===== src/rtl/jtdsp16_pkg.sv =====
`default_nettype none
// ============================================================================
// Module   : jtdsp16_pkg
// Brief    : Shared types and constants for the DSP16 external program port.
// Revision : 1.0  initial release
// ============================================================================
package jtdsp16_pkg;

  localparam int EXT_AW = 16;

  typedef enum logic [1:0] {
    IDLE = 2'd0,
    LSB  = 2'd1,
    MSB  = 2'd2
  } rom_state_e;

endpackage
`default_nettype wire


===== src/rtl/jtdsp16_ext_rom.sv =====
`default_nettype none
// ============================================================================
// Module   : jtdsp16_ext_rom
// Brief    : DSP16 external program-memory responder; assembles 16-bit words
//            from a byte-wide system ROM and keeps a one-word cache.
// Revision : 1.0  initial release
// ============================================================================
module jtdsp16_ext_rom
  import jtdsp16_pkg::*;
#(
  parameter int              AW   = 22,
  parameter logic [AW-1:0]   BASE = '0
)(
  input  logic              clk,
  input  logic              rst,
  input  logic              ext_rq,
  input  logic [EXT_AW-1:0] ext_addr,
  output logic [15:0]       ext_data,
  output logic              ext_ok,
  input  logic              flush,
  output logic              sys_cs,
  output logic [AW-1:0]     sys_addr,
  input  logic [7:0]        sys_data,
  input  logic              sys_ok
);

  rom_state_e        r_state;
  rom_state_e        w_state_nx;
  logic              r_blind;
  logic [7:0]        r_lsb;
  logic [EXT_AW-1:0] r_tag;
  logic [EXT_AW-1:0] r_req_addr;
  logic              r_valid;

  logic              w_hit;
  logic              w_start;
  logic              w_lsb_done;
  logic              w_msb_done;
  logic [AW-1:0]     w_lsb_addr;

  // Word address doubled into a byte address; the sum wraps at AW bits.
  assign w_lsb_addr = BASE + AW'({ext_addr, 1'b0});
  assign w_hit      = r_valid && (r_tag == ext_addr);
  assign ext_ok     = ext_rq && w_hit && (r_state == IDLE);

  always_ff @(posedge clk) begin
    if (rst) r_state <= IDLE;
    else     r_state <= w_state_nx;
  end

  // sys_ok seen right after an address change belongs to the previous byte,
  // so the first cycle in LSB/MSB (r_blind) never completes a byte.
  always_comb begin
    w_state_nx = r_state;
    w_start    = 1'b0;
    w_lsb_done = 1'b0;
    w_msb_done = 1'b0;
    case (r_state)
      IDLE: begin
        if (ext_rq && !w_hit) begin
          w_start    = 1'b1;
          w_state_nx = LSB;
        end
      end
      LSB: begin
        if (!r_blind && sys_ok) begin
          w_lsb_done = 1'b1;
          w_state_nx = MSB;
        end
      end
      MSB: begin
        if (!r_blind && sys_ok) begin
          w_msb_done = 1'b1;
          w_state_nx = IDLE;
        end
      end
      default: w_state_nx = IDLE;
    endcase
  end

  always_ff @(posedge clk) begin
    if (rst) begin
      ext_data   <= '0;
      r_valid    <= 1'b0;
      r_tag      <= '0;
      r_req_addr <= '0;
      r_lsb      <= '0;
      r_blind    <= 1'b0;
      sys_cs     <= 1'b0;
      sys_addr   <= BASE;
    end else begin
      r_blind <= w_start | w_lsb_done;
      if (w_start) begin
        r_req_addr <= ext_addr;
        sys_addr   <= w_lsb_addr;
        sys_cs     <= 1'b1;
      end
      if (w_lsb_done) begin
        r_lsb    <= sys_data;
        sys_addr <= sys_addr + AW'(1);
      end
      if (w_msb_done) begin
        ext_data <= {sys_data, r_lsb};
        r_tag    <= r_req_addr;
        r_valid  <= 1'b1;
        sys_cs   <= 1'b0;
      end
      // Flush takes priority over a fill completing in the same cycle.
      if (flush) r_valid <= 1'b0;
    end
  end

endmodule
`default_nettype wire


===== config.mk =====
export PLATFORM = sky130hd
export DESIGN_NAME = jtdsp16_ext_rom
export DESIGN_NICKNAME = d
export VERILOG_FILES = /design/src/rtl/jtdsp16_pkg.sv /design/src/rtl/jtdsp16_ext_rom.sv
export SDC_FILE = /design/constraint.sdc
export NUM_CORES = 1
export LEC_CHECK = 0
export CORE_MARGIN = 4
export CORE_UTILIZATION = 40
export DETAILED_ROUTE_END_ITERATION = 8
export PLACE_DENSITY = 0.71
export SETUP_SLACK_MARGIN = 0.05
export SKIP_CTS_REPAIR_TIMING = 1
export SYNTH_ARGS = -nofsm -noshare
export SYNTH_HDL_FRONTEND = slang
export SYNTH_SLANG_ARGS = --single-unit

===== constraint.sdc =====
create_clock -name clk -period 3.8 [get_ports clk]
set_clock_uncertainty 0.2 [all_clocks]
set_input_delay 0.38 -clock clk [delete_from_list [all_inputs] [get_ports clk]]
set_output_delay 0.38 -clock clk [all_outputs]
set_load 0.01 [all_outputs]

# Yosys cells after proc, flatten, opt, wreduce, memory -nomap -nowiden
# Index checks and enable logic that the tools add are counted.
dict set report classes {
  n_mux 11
  eq_ne 6
  n_div 0
  reduce_logical 12
  multipliers 0
  order_cmp 0
  bitwise 1
  addsub 1
  n_shift 0
}
# cell count
set ops {}
lappend ops {{two-way mux 22 bit} 2}
lappend ops {{adder 22 x 1 -> 22 bit (second input constant)} 1}
lappend ops {{== test 16 bit} 1}
lappend ops {{two-way mux 2 bit} 3}
lappend ops {{case mux 2 bit (3 select lines)} 1}
lappend ops {{logical AND 1 bit} 5}
lappend ops {{two-way mux 1 bit} 5}
lappend ops {{inequality test 2 bit (second input constant)} 2}
lappend ops {{OR reduction 2 bit} 2}
lappend ops {{AND reduction 3 bit} 1}
lappend ops {{== test 2 x 1 -> 1 bit (second input constant)} 1}
lappend ops {{== test 2 bit (second input constant)} 1}
lappend ops {{zero test 1 bit} 2}
lappend ops {{zero test 2 bit} 1}
lappend ops {{inequality test 2 x 1 -> 1 bit (second input constant)} 1}
lappend ops {{nonzero test 2 bit} 1}
lappend ops {{OR 1 bit} 1}
dict set report totals {
  latchBits 0
  romBits 0
  memories 0
  wordCells 40
  output_inout_bits 40
  register_bits 83
  ram_bits 0
}

# Depth between registers and ports, before layout
# Gate-level depths: netlist of run 1.
dict set report logic_depth {
  depth_word 8
  ltp_mapped 7
  mapped_depth_nobuf 6
}

# Worst setup path before layout of run 1
# OpenSTA, ideal clock, no wires.
dict set report synth_timing {
  kind {input -> register}
  start {input ext_addr[1]}
  end {register sys_addr[9]}
  t_arrival_ns 1.711
  cell_stages 7
  setup_slack_ns 1.757
  path_buffers 1
  path_cell_list {xnor2_1 > nand2_1 > or4_4 > o21a_1 > buf_2 > a2bb2oi_1 > a21oi_1}
}
dict set report synth_between {
  elab_chain_len 7
}
# item line_no
set synth_lines {}
lappend synth_lines {{start, declared} jtdsp16_ext_rom.sv:17} ;# input logic [EXT_AW-1:0] ext_addr,
lappend synth_lines {{== test 16 bit} jtdsp16_ext_rom.sv:43} ;# assign w_hit = r_valid && (r_tag == ext_addr);
lappend synth_lines {{logical AND 1 bit} jtdsp16_ext_rom.sv:43}
lappend synth_lines {{zero test 1 bit} jtdsp16_ext_rom.sv:60} ;# if (ext_rq && !w_hit) begin
lappend synth_lines {{logical AND 1 bit} jtdsp16_ext_rom.sv:60}
lappend synth_lines {{two-way mux 1 bit} jtdsp16_ext_rom.sv:60}
lappend synth_lines {{two-way mux 1 bit} jtdsp16_ext_rom.sv:58} ;# case (r_state)
lappend synth_lines {{nonzero test 2 bit (no source line)} n/a}
lappend synth_lines {{end signal, assigned} jtdsp16_ext_rom.sv:95} ;# sys_addr <= w_lsb_addr;
lappend synth_lines {{end signal, assigned} jtdsp16_ext_rom.sv:100} ;# sys_addr <= sys_addr + AW'(1);
lappend synth_lines {{end, declared} jtdsp16_ext_rom.sv:22} ;# output logic [AW-1:0] sys_addr,
# Every way passes these cells.
# A chain may end at the register's enable or synchronous reset.

# Worst setup path in the final report of run 1
dict set report layout_timing {
  start {input ext_addr[1]}
  end {output ext_ok}
}
dict set report layout_between {
  elab_chain_len 4
}
# item line_no
set layout_lines {}
lappend layout_lines {{== test 16 bit} jtdsp16_ext_rom.sv:43}
lappend layout_lines {{logical AND 1 bit} jtdsp16_ext_rom.sv:43}
lappend layout_lines {{logical AND 1 bit (2 in a row)} jtdsp16_ext_rom.sv:44} ;# assign ext_ok = ext_rq && w_hit && (r_state == IDLE);
lappend layout_lines {{end, declared} jtdsp16_ext_rom.sv:19} ;# output logic ext_ok,
# Every way passes these cells.

==> results of run 1 <==
## through the flow
step           std cells  utilization, %  instance area, um^2
2_1_floorplan        440               -                 3510
3_3_place_gp         595            50.7                 4250
3_5_place_dp         595            50.7                 4250
4_1_cts              611            53.4                 4470
5_1_grt              611            53.4                 4470
6_report             611            53.4                 4470
## critical path, cell delays in order
cell             delay, ps
clkdlybuf4s50_1        520
xnor2_1                140
nand2_1                 70
or4_4                  560
nor3_1                 260
clkdlybuf4s50_1        580
## power by group through the flow
stage	registers [mW]	logic, mW	clock network [mW]
floorplan	0.952	0.105	0
global placement	0.951	0.197	0
detailed placement	0.953	0.200	0
CTS	0.932	0.201	0.729
global route	0.939	0.218	0.773
finish	0.933	0.201	0.720
## cell type report
cell class | count | area, um^2
Clock buffer | 9 | 124
Clock inverter | 7 | 98.8
Fill cell | 789 | 3910
Inverter | 3 | 11.3
Multi-Input combinational cell | 329 | 1720
Sequential cell | 83 | 1660
Tap cell | 105 | 131
Timing Repair Buffer | 75 | 728
## per-layer routing
metal  vias up  global-route usage [%]  wire length (um)
li1       1618                       -                 -
met1      1567                    24.4              3980
met2       110                    29.0              4310
met3        11                    3.37               590
met4         0                    6.54               125
met5         -                       0                 0
## worst min path at each step
stage / endpoint / depth (start not counted)
final: r_tag[15]$_SDFFE_PP0P_ / 2
after global routing: r_tag[11]$_SDFFE_PP0P_ / 2
after CTS: r_tag[15]$_SDFFE_PP0P_ / 2
after detailed placement: r_tag[4]$_SDFFE_PP0P_ / 2
after global placement: r_tag[7]$_SDFFE_PP0P_ / 2
after floorplan: r_tag[15]$_SDFFE_PP0P_ / 2
## kinds of logic (layout without fill, tap and decap cells)
group                      Yosys count  in the layout  share of synthesized area [%]
muxes                                2              2                          0.606
AOI/OAI and AO/OA                  106            106                           17.0
and+or+nand+nor                    202            202                           26.4
DFF                                 83             83                           47.3
adders and majority gates            1              1                          0.356
xor gates and xnor gates            18             18                           4.49
buffers and inverters               28             94                           3.78
## placed cells by master, fill, tap and decap left out, drive strengths merged, types with 2 or more instances in the layout
cell type / instances
a211oi: 2
clkdlybuf4s50: 67
nor4: 2
nand2b: 3
dfxtp: 83
o21ai: 5
bufinv: 2
nor3: 8
xor2: 9
nor2: 14
nand2: 132
and2: 3
clkinv: 3
xnor2: 9
nor2b: 2
nand4: 8
buf: 8
o31ai: 2
and3: 5
nand3: 15
a31oi: 8
inv: 5
o21a: 2
a21oi: 80
a22oi: 2
clkbuf: 9
nand4b: 2
a2bb2oi: 2
## sequential cells by signal, summed over array words and instances (netlist names)
register,flops
r_lsb,8
ext_data,16
r_valid,1
r_blind,1
r_state,2
sys_cs,1
sys_addr,22
r_tag,16
r_req_addr,16
==> results_dict.tcl, run 1 <==
set metrics [dict create \
    outcome "finished clean" \
    worstSetupPathType "in -> out" \
    nets 531 \
    drt-total-wl_um 9000 \
    grt_overflow 0 \
    clk_latency_ps 360 \
    synth-edff-count 0 \
    comb_power_share_pct 10.8 \
    p_sw_uw 482 \
    yosys_warnings 0 \
    fin_hold_ws_ps 247 \
    rows 33 \
    ys_seq_area_share_pct 47.3 \
    path_clk_slew_ps 90 \
    synth_area_per_cell_um2 7.98 \
    dp_hpwl_um 6340 \
    clock_path_buffers 2 \
    max-cap-violations 0 \
    vias 3306 \
    tns_ps 0 \
    via_per_inst 5.41 \
    cts.sinks 83 \
    pin_count 69 \
    rsz0062_at_grt "no" \
    synthTopCellsByArea "dfxtp_1 47%, nand2_1 14%, a21oi_1 11%, xnor2_1 2.2%, xor2_1 2.2%" \
    regToRegSetupSlack_ps 1390 \
    p_seq_share_pct 50.3 \
    die_w_um 102 \
    worstMarginPinSlew_ps 1210 \
    cts_tree "done" \
    timing.rr.end "sys_addr[3]$_SDFFE_PP0P_" \
    maxSlewViolCount 0 \
    crit_required_ps 3220 \
    r2r-start "r_tag[13]$_SDFFE_PP0P_" \
    wl_per_cell_um 14.7 \
    design_power_total_mw 1.85 \
    antenna_cells 0 \
    cellInternalPower_mw 1.37 \
    synth_common_cells "132 x nand2_1, 83 x dfxtp_1, 80 x a21oi_1" \
    ir_worst_vdd_uv 178 \
    crit_path_start "ext_addr[1]" \
    p_sw_share_pct 26.0 \
    r2r_cells 6 \
    pwr-share-clk_pct 38.8 \
    synth_top_area_share_pct 47.3 \
    yosys_register_bits 83 \
    core_um2 8380 \
    cp-start-kind "input port" \
    yosys.area.top_type "dfxtp_1" \
    yosysMostFrequentCell "nand2_1" \
    h-tree-depth 3 \
    grt_pass1_wl_um 14700 \
    remaining_drc_errors 0 \
    syn_area_um2 3510 \
    grt_pass1_vias 3064 \
    postSynthCellCount 440 \
    die_h_um 102 \
    clock.fmax_mhz 323 \
    grt_use_total_pct 18.1 \
    dpl_worst_slack_ps 702 \
    cts-buffers-inserted 9 \
    antenna_found_initial 0 \
    dieArea_um2 10300 \
    endpoint_kind "primary output" \
    area.growth.synth_to_final_pct 27.4 \
    drive_gt1_share_pct 6.92 \
    slew_headroom_pct 19.2 \
    p_per_area_nw_per_um2 414 \
    drt.antenna.violating_nets 0 \
    drt-initial-drc-count 173 \
    hp-class "reg -> reg" \
    first_pass_iters 5 \
    async_reset_ff_share_pct 0 \
    grt_max_degree 68 \
    io_buffers 68 \
    path_max_fanout 4 \
    setup_viol 0 \
    place_congestion 0.824 \
    final_hold_viol_count 0 \
    ys.flop_type "dfxtp_1" \
    cts_root_buffer "clkbuf_8" \
    leakage_nw 1.52 \
    crit_arrival_ps 2510 \
    fin_crit_ps 3090 \
    hp-start "r_req_addr[15]$_SDFFE_PP0P_" \
    crit_path_end "ext_ok" \
    synth.net_count 470 \
    synth.distinct_cells 45 \
    period_share_pct 81.4 \
    start_util_pct 41.9 \
    setup_ws_ps 708 \
]
Note: power is estimated with default switching activity, not from simulation.
==> inputs of run 2 (changes only) <==
Clock period 3.8 ns to 2.9 ns, I/O delays scaled along.
==> run 2 against run 1 <==
Compared with the run above:
- total power rose by 31%
- sequential cell count did not move
- first-iteration DRC count decreased by 7.5%
- cell count up 1.1%
- worst hold slack better by 5.3 ps
- die area unchanged
- global-route usage down 0.63 points
- combinational power rose by 39%
- largest cell class unchanged
==> results_dict.tcl, run 2 (same netlist as run 1, synthesis figures left out) <==
set metrics [dict create \
    outcome "finished clean" \
    place_congestion 0.851 \
    drt.antenna.violating_nets 0 \
    cts_tree "done" \
    path_clk_slew_ps 90 \
    worstSetupPathType "in -> out" \
    die_h_um 102 \
    vias 3188 \
    grt_pass1_vias 2843 \
    grt_use_total_pct 17.5 \
    cp-start-kind "input port" \
    slew_headroom_pct 46.8 \
    r2r-start "r_tag[6]$_SDFFE_PP0P_" \
    area.growth.synth_to_final_pct 30.3 \
    final_cell_mix "132 x nand2_1, 83 x dfxtp_1, 80 x a21oi_1" \
    grt_overflow 0 \
    drt-initial-drc-count 160 \
    dieArea_um2 10300 \
    post_dp_cell_area_um2 4340 \
    fillers 786 \
    setup_viol 0 \
    cts.sinks 83 \
    fin_crit_ps 2430 \
    ir_worst_vdd_uv 357 \
    antenna_found_initial 0 \
    die_w_um 102 \
    drive_gt1_share_pct 8.38 \
    io_buffers 68 \
    p_per_area_nw_per_um2 530 \
    crit_arrival_ps 1940 \
    h-tree-depth 3 \
    period_share_pct 83.6 \
    via_per_inst 5.16 \
    crit_required_ps 2410 \
    remaining_drc_errors 0 \
    cts_root_buffer "clkbuf_8" \
    crit_path_start "ext_addr[6]" \
    grt_pass1_wl_um 14300 \
    tns_ps 0 \
    endpoint_kind "primary output" \
    start_util_pct 41.9 \
    max-cap-violations 0 \
    drt-total-wl_um 8830 \
    dp_hpwl_um 6280 \
    leakage_nw 1.58 \
    regMostFlops "sys_addr" \
    grt_max_degree 44 \
    clock_path_buffers 2 \
    rows 33 \
    maxSlewViolCount 0 \
    worstMarginPinSlew_ps 797 \
    path_max_fanout 3 \
    rsz0062_at_grt "no" \
    cts-buffers-inserted 9 \
    antenna_cells 0 \
    final_cell_area_um2 4570 \
    first_pass_iters 4 \
    clock.fmax_mhz 412 \
    hp-start "r_lsb[6]$_SDFFE_PP0P_" \
    nets 538 \
    largest_reg_flops 22 \
    mostFrequentLayoutCell "nand2_1" \
    hp-class "reg -> reg" \
    wl_per_cell_um 14.3 \
    pin_count 69 \
    final_hold_viol_count 0 \
    clk_latency_ps 350 \
    core_um2 8380 \
]
run 2: cell types whose count changed in the layout (fill, tap and decap cells not counted), sizes merged:
cell           previous run  this run
dlymetal6s2s              0         1
clkdlybuf4s50            67        66
buf                       8        15
clkinv                    3         0
clkinvlp                  0         3
run 2: worst paths after layout:
| path | to | slack [ps] | depth (start not counted) |
|---|---|---|---|
| worst min register to register | ext_data[6]$_SDFFE_PP0P_ | 250 | 2 |
| worst min-delay path | ext_data[6]$_SDFFE_PP0P_ | 250 | 2 |
| worst max-delay path | ext_ok | 470 | 6 |
| worst max register to register | sys_addr[1]$_SDFFE_PP0P_ | 640 | 8 |
run 2: metrics by stage:
| step | cells | hold slack [ps] | util (%) | total power, mW | setup WS (ps) |
|---|---|---|---|---|---|
| 2_1_floorplan | 440 | 167 | - | 1.38 | 934 |
| 4_1_cts | 618 | 255 | 54.5 | 2.45 | 7.47 |
| 6_report | 618 | 252 | 54.6 | 2.42 | 475 |
| 5_1_grt | 618 | 272 | 54.6 | 2.54 | 350 |
| 3_5_place_dp | 602 | 244 | 51.8 | 1.53 | 7.47 |
| 3_3_place_gp | 602 | 235 | 51.8 | 1.52 | -3.95 |
run 2: per-layer routing:
| metal | wire (um) | track usage [%] | up-vias |
|---|---|---|---|
| met5 | 0 | 0 | - |
| met3 | 384 | 2.69 | 8 |
| li1 | - | - | 1639 |
| met2 | 4060 | 26.9 | 63 |
| met4 | 132 | 6.44 | 0 |
| met1 | 4250 | 24.8 | 1478 |
run 2: layout make-up:
cell class	count	area (um^2)	area share [%]
Clock buffer	9	124	2.71
Clock inverter	7	100	2.19
Inverter	3	11.3	0.246
Multi-Input combinational cell	329	1720	37.7
Sequential cell	83	1660	36.3
Tap cell	105	131	2.87
Timing Repair Buffer	82	821	17.9
run 2: power by group:
part           internal, mW  total [mW]  switching, mW
sequential             1.18        1.22         0.0392
combinational         0.136       0.279          0.143
clock                 0.491       0.925          0.434
total                  1.81        2.42          0.617
run 2: critical path, stage by stage:
cell and delay, ps:
clkdlybuf4s50_1 530, xnor2_1 140, nand4_1 140, or4_4 450
nor3_2 200, dlymetal6s2s_1 190
==> inputs of run 3 (changes only) <==
Clock period 2.9 ns to 2.3 ns, I/O delays scaled along.
==> run 3 against run 2 <==
Compared with the run above:
- the flow now finishes with violations (setup timing)
- sequential cell count did not move
- combinational power rose by 76%
- routed wire length rose by 17%
- register-to-register slack got worse by 720 ps
- critical endpoint is now sys_addr[7]$_SDFFE_PP0P_
==> results_dict.tcl, run 3 (same netlist as run 1, synthesis figures left out) <==
set metrics [dict create \
    io_buffers 68 \
    dp_hpwl_um 6780 \
    drive_gt1_share_pct 23.3 \
    cts-buffers-inserted 9 \
    h-tree-depth 3 \
    outcome "finished, violations left" \
    final_hold_viol_count 0 \
    maxSlewViolCount 0 \
    critPathMaxStageDelay_ps 460 \
    crit_arrival_ps 2480 \
    max-cap-violations 0 \
    pin_count 69 \
    remaining_drc_errors 0 \
    core_um2 8380 \
    die_h_um 102 \
    placed_cells 620 \
    rows 33 \
    clock_path_buffers 2 \
    clock.fmax_mhz 417 \
    cts_tree "done" \
    hp-class "in -> reg" \
    die_w_um 102 \
    wl_per_cell_um 16.2 \
    instances_no_fill 641 \
    grt_use_total_pct 18.4 \
    path_clk_slew_ps 90 \
    rsz0062_at_grt "yes" \
    violations "setup timing" \
    fillers 706 \
    dpl_worst_slack_ps -513 \
    crit_required_ps 2390 \
    cts_root_buffer "clkbuf_8" \
    regMostFlops "sys_addr" \
    first_pass_iters 5 \
    worstSetupPathType "in -> reg" \
    cp_cell_sequence "clkdlybuf4s50_1 -> buf_4 -> a222oi_1 -> nand3_1 -> buf_4 -> o21ai_4 -> buf_12 -> buf_12 -> nand3_1 -> a21oi_1" \
    antenna_found_initial 0 \
    leakage_nw 1.85 \
    cts.sinks 83 \
    path_max_fanout 8 \
    clk_latency_ps 360 \
    grt_pass1_wl_um 15000 \
    p_per_area_nw_per_um2 610 \
    via_per_inst 5.48 \
    design_power_total_mw 3.11 \
    grt_pass1_vias 3094 \
    antenna_cells 0 \
    slowest_stage "clkdlybuf4s50_1" \
    grt_overflow 0 \
    endpoint_kind "flop" \
    final_util_pct 60.9 \
    ir_worst_vdd_uv 349 \
    mostFrequentLayoutCell "nand2_1" \
    fin_crit_ps 2400 \
    slew_headroom_pct 63.7 \
    setup_ws_ps -97.9 \
    nets 561 \
    dieArea_um2 10300 \
    area.growth.synth_to_final_pct 45.5 \
    start_util_pct 41.9 \
    period_share_pct 104 \
    cp-start-kind "input port" \
    drt-total-wl_um 10400 \
    drt.antenna.violating_nets 0 \
    grt_max_degree 36 \
    vias 3513 \
    final_cell_mix "109 x nand2_1, 79 x dfxtp_1, 63 x clkdlybuf4s50_1" \
    place_congestion 0.819 \
    setup_viol 8 \
    worstMarginPinSlew_ps 544 \
    drt-initial-drc-count 289 \
    largest_reg_flops 22 \
]
run 3: changes by cell type in the layout (fill, tap and decap cells not counted), moves of 3 or more:
cell / change
buf_4: +12
nand3_1: -4
dfxtp_1: -4
nand3_2: +3
a21oi_1: -21
nand2_4: +15
a21oi_2: +20
dfxtp_2: +4
nand2_2: +8
clkdlybuf4s50_1: -3
nand2_1: -23
buf_6: +6
run 3: where the power goes:
group          internal (mW)  switching, mW  total, mW
logic                  0.242          0.248      0.490
registers               1.49         0.0573       1.55
clock network          0.509          0.567       1.08
total                   2.24          0.872       3.11
run 3: worst paths after layout:
kind                            cells past startpoint                    endpoint                  start  slack (ps)
worst max-delay path                               10    sys_addr[7]$_SDFFE_PP0P_           ext_addr[15]        -100
worst min-delay path                                3  r_req_addr[2]$_SDFFE_PP0P_            ext_addr[2]          80
worst max register to register                      9    sys_addr[7]$_SDFFE_PP0P_  r_tag[2]$_SDFFE_PP0P_         -80
worst min register to register                      2    ext_data[0]$_SDFFE_PP0P_  r_lsb[0]$_SDFFE_PP0P_         250
run 3: area by class of cell:
class | count | area, um^2 | share of cell area (%)
clock buffer | 9 | 124 | 2.42
clock inverter | 7 | 77.6 | 1.52
inverter | 3 | 11.3 | 0.220
multi-input combinational | 329 | 2030 | 39.8
sequential | 83 | 1670 | 32.6
tap | 105 | 131 | 2.57
timing repair buffer | 105 | 1060 | 20.8
run 3: through the flow:
| step | area, um^2 | hold slack, ps | TNS, ps |
|---|---|---|---|
| 6_report | 5110 | 79.5 | -172 |
| 5_1_grt | 5110 | 77.0 | -956 |
| 4_1_cts | 4670 | 147 | -514 |
| 3_5_place_dp | 4460 | 244 | -11440 |
| 3_3_place_gp | 4460 | 235 | -10450 |
| 2_1_floorplan | 3510 | 107 | 0 |
run 3: routing by layer:
layer	global-route usage (%)	share of wire [%]	vias up	routed length (um)
met3	2.89	6.2	18	641
met1	25.8	44	1669	4550
met4	5.62	1.1	0	119
met2	29.0	49	131	5060
li1	-	-	1695	-
met5	0	0	-	0
run 3: worst max-delay path, delay by kind of cell:
kind,cells,cell delay (ps)
AND/OR/NAND/NOR,2,330
buffers and inverters,5,1160
AO/OA/AOI/OAI,3,740
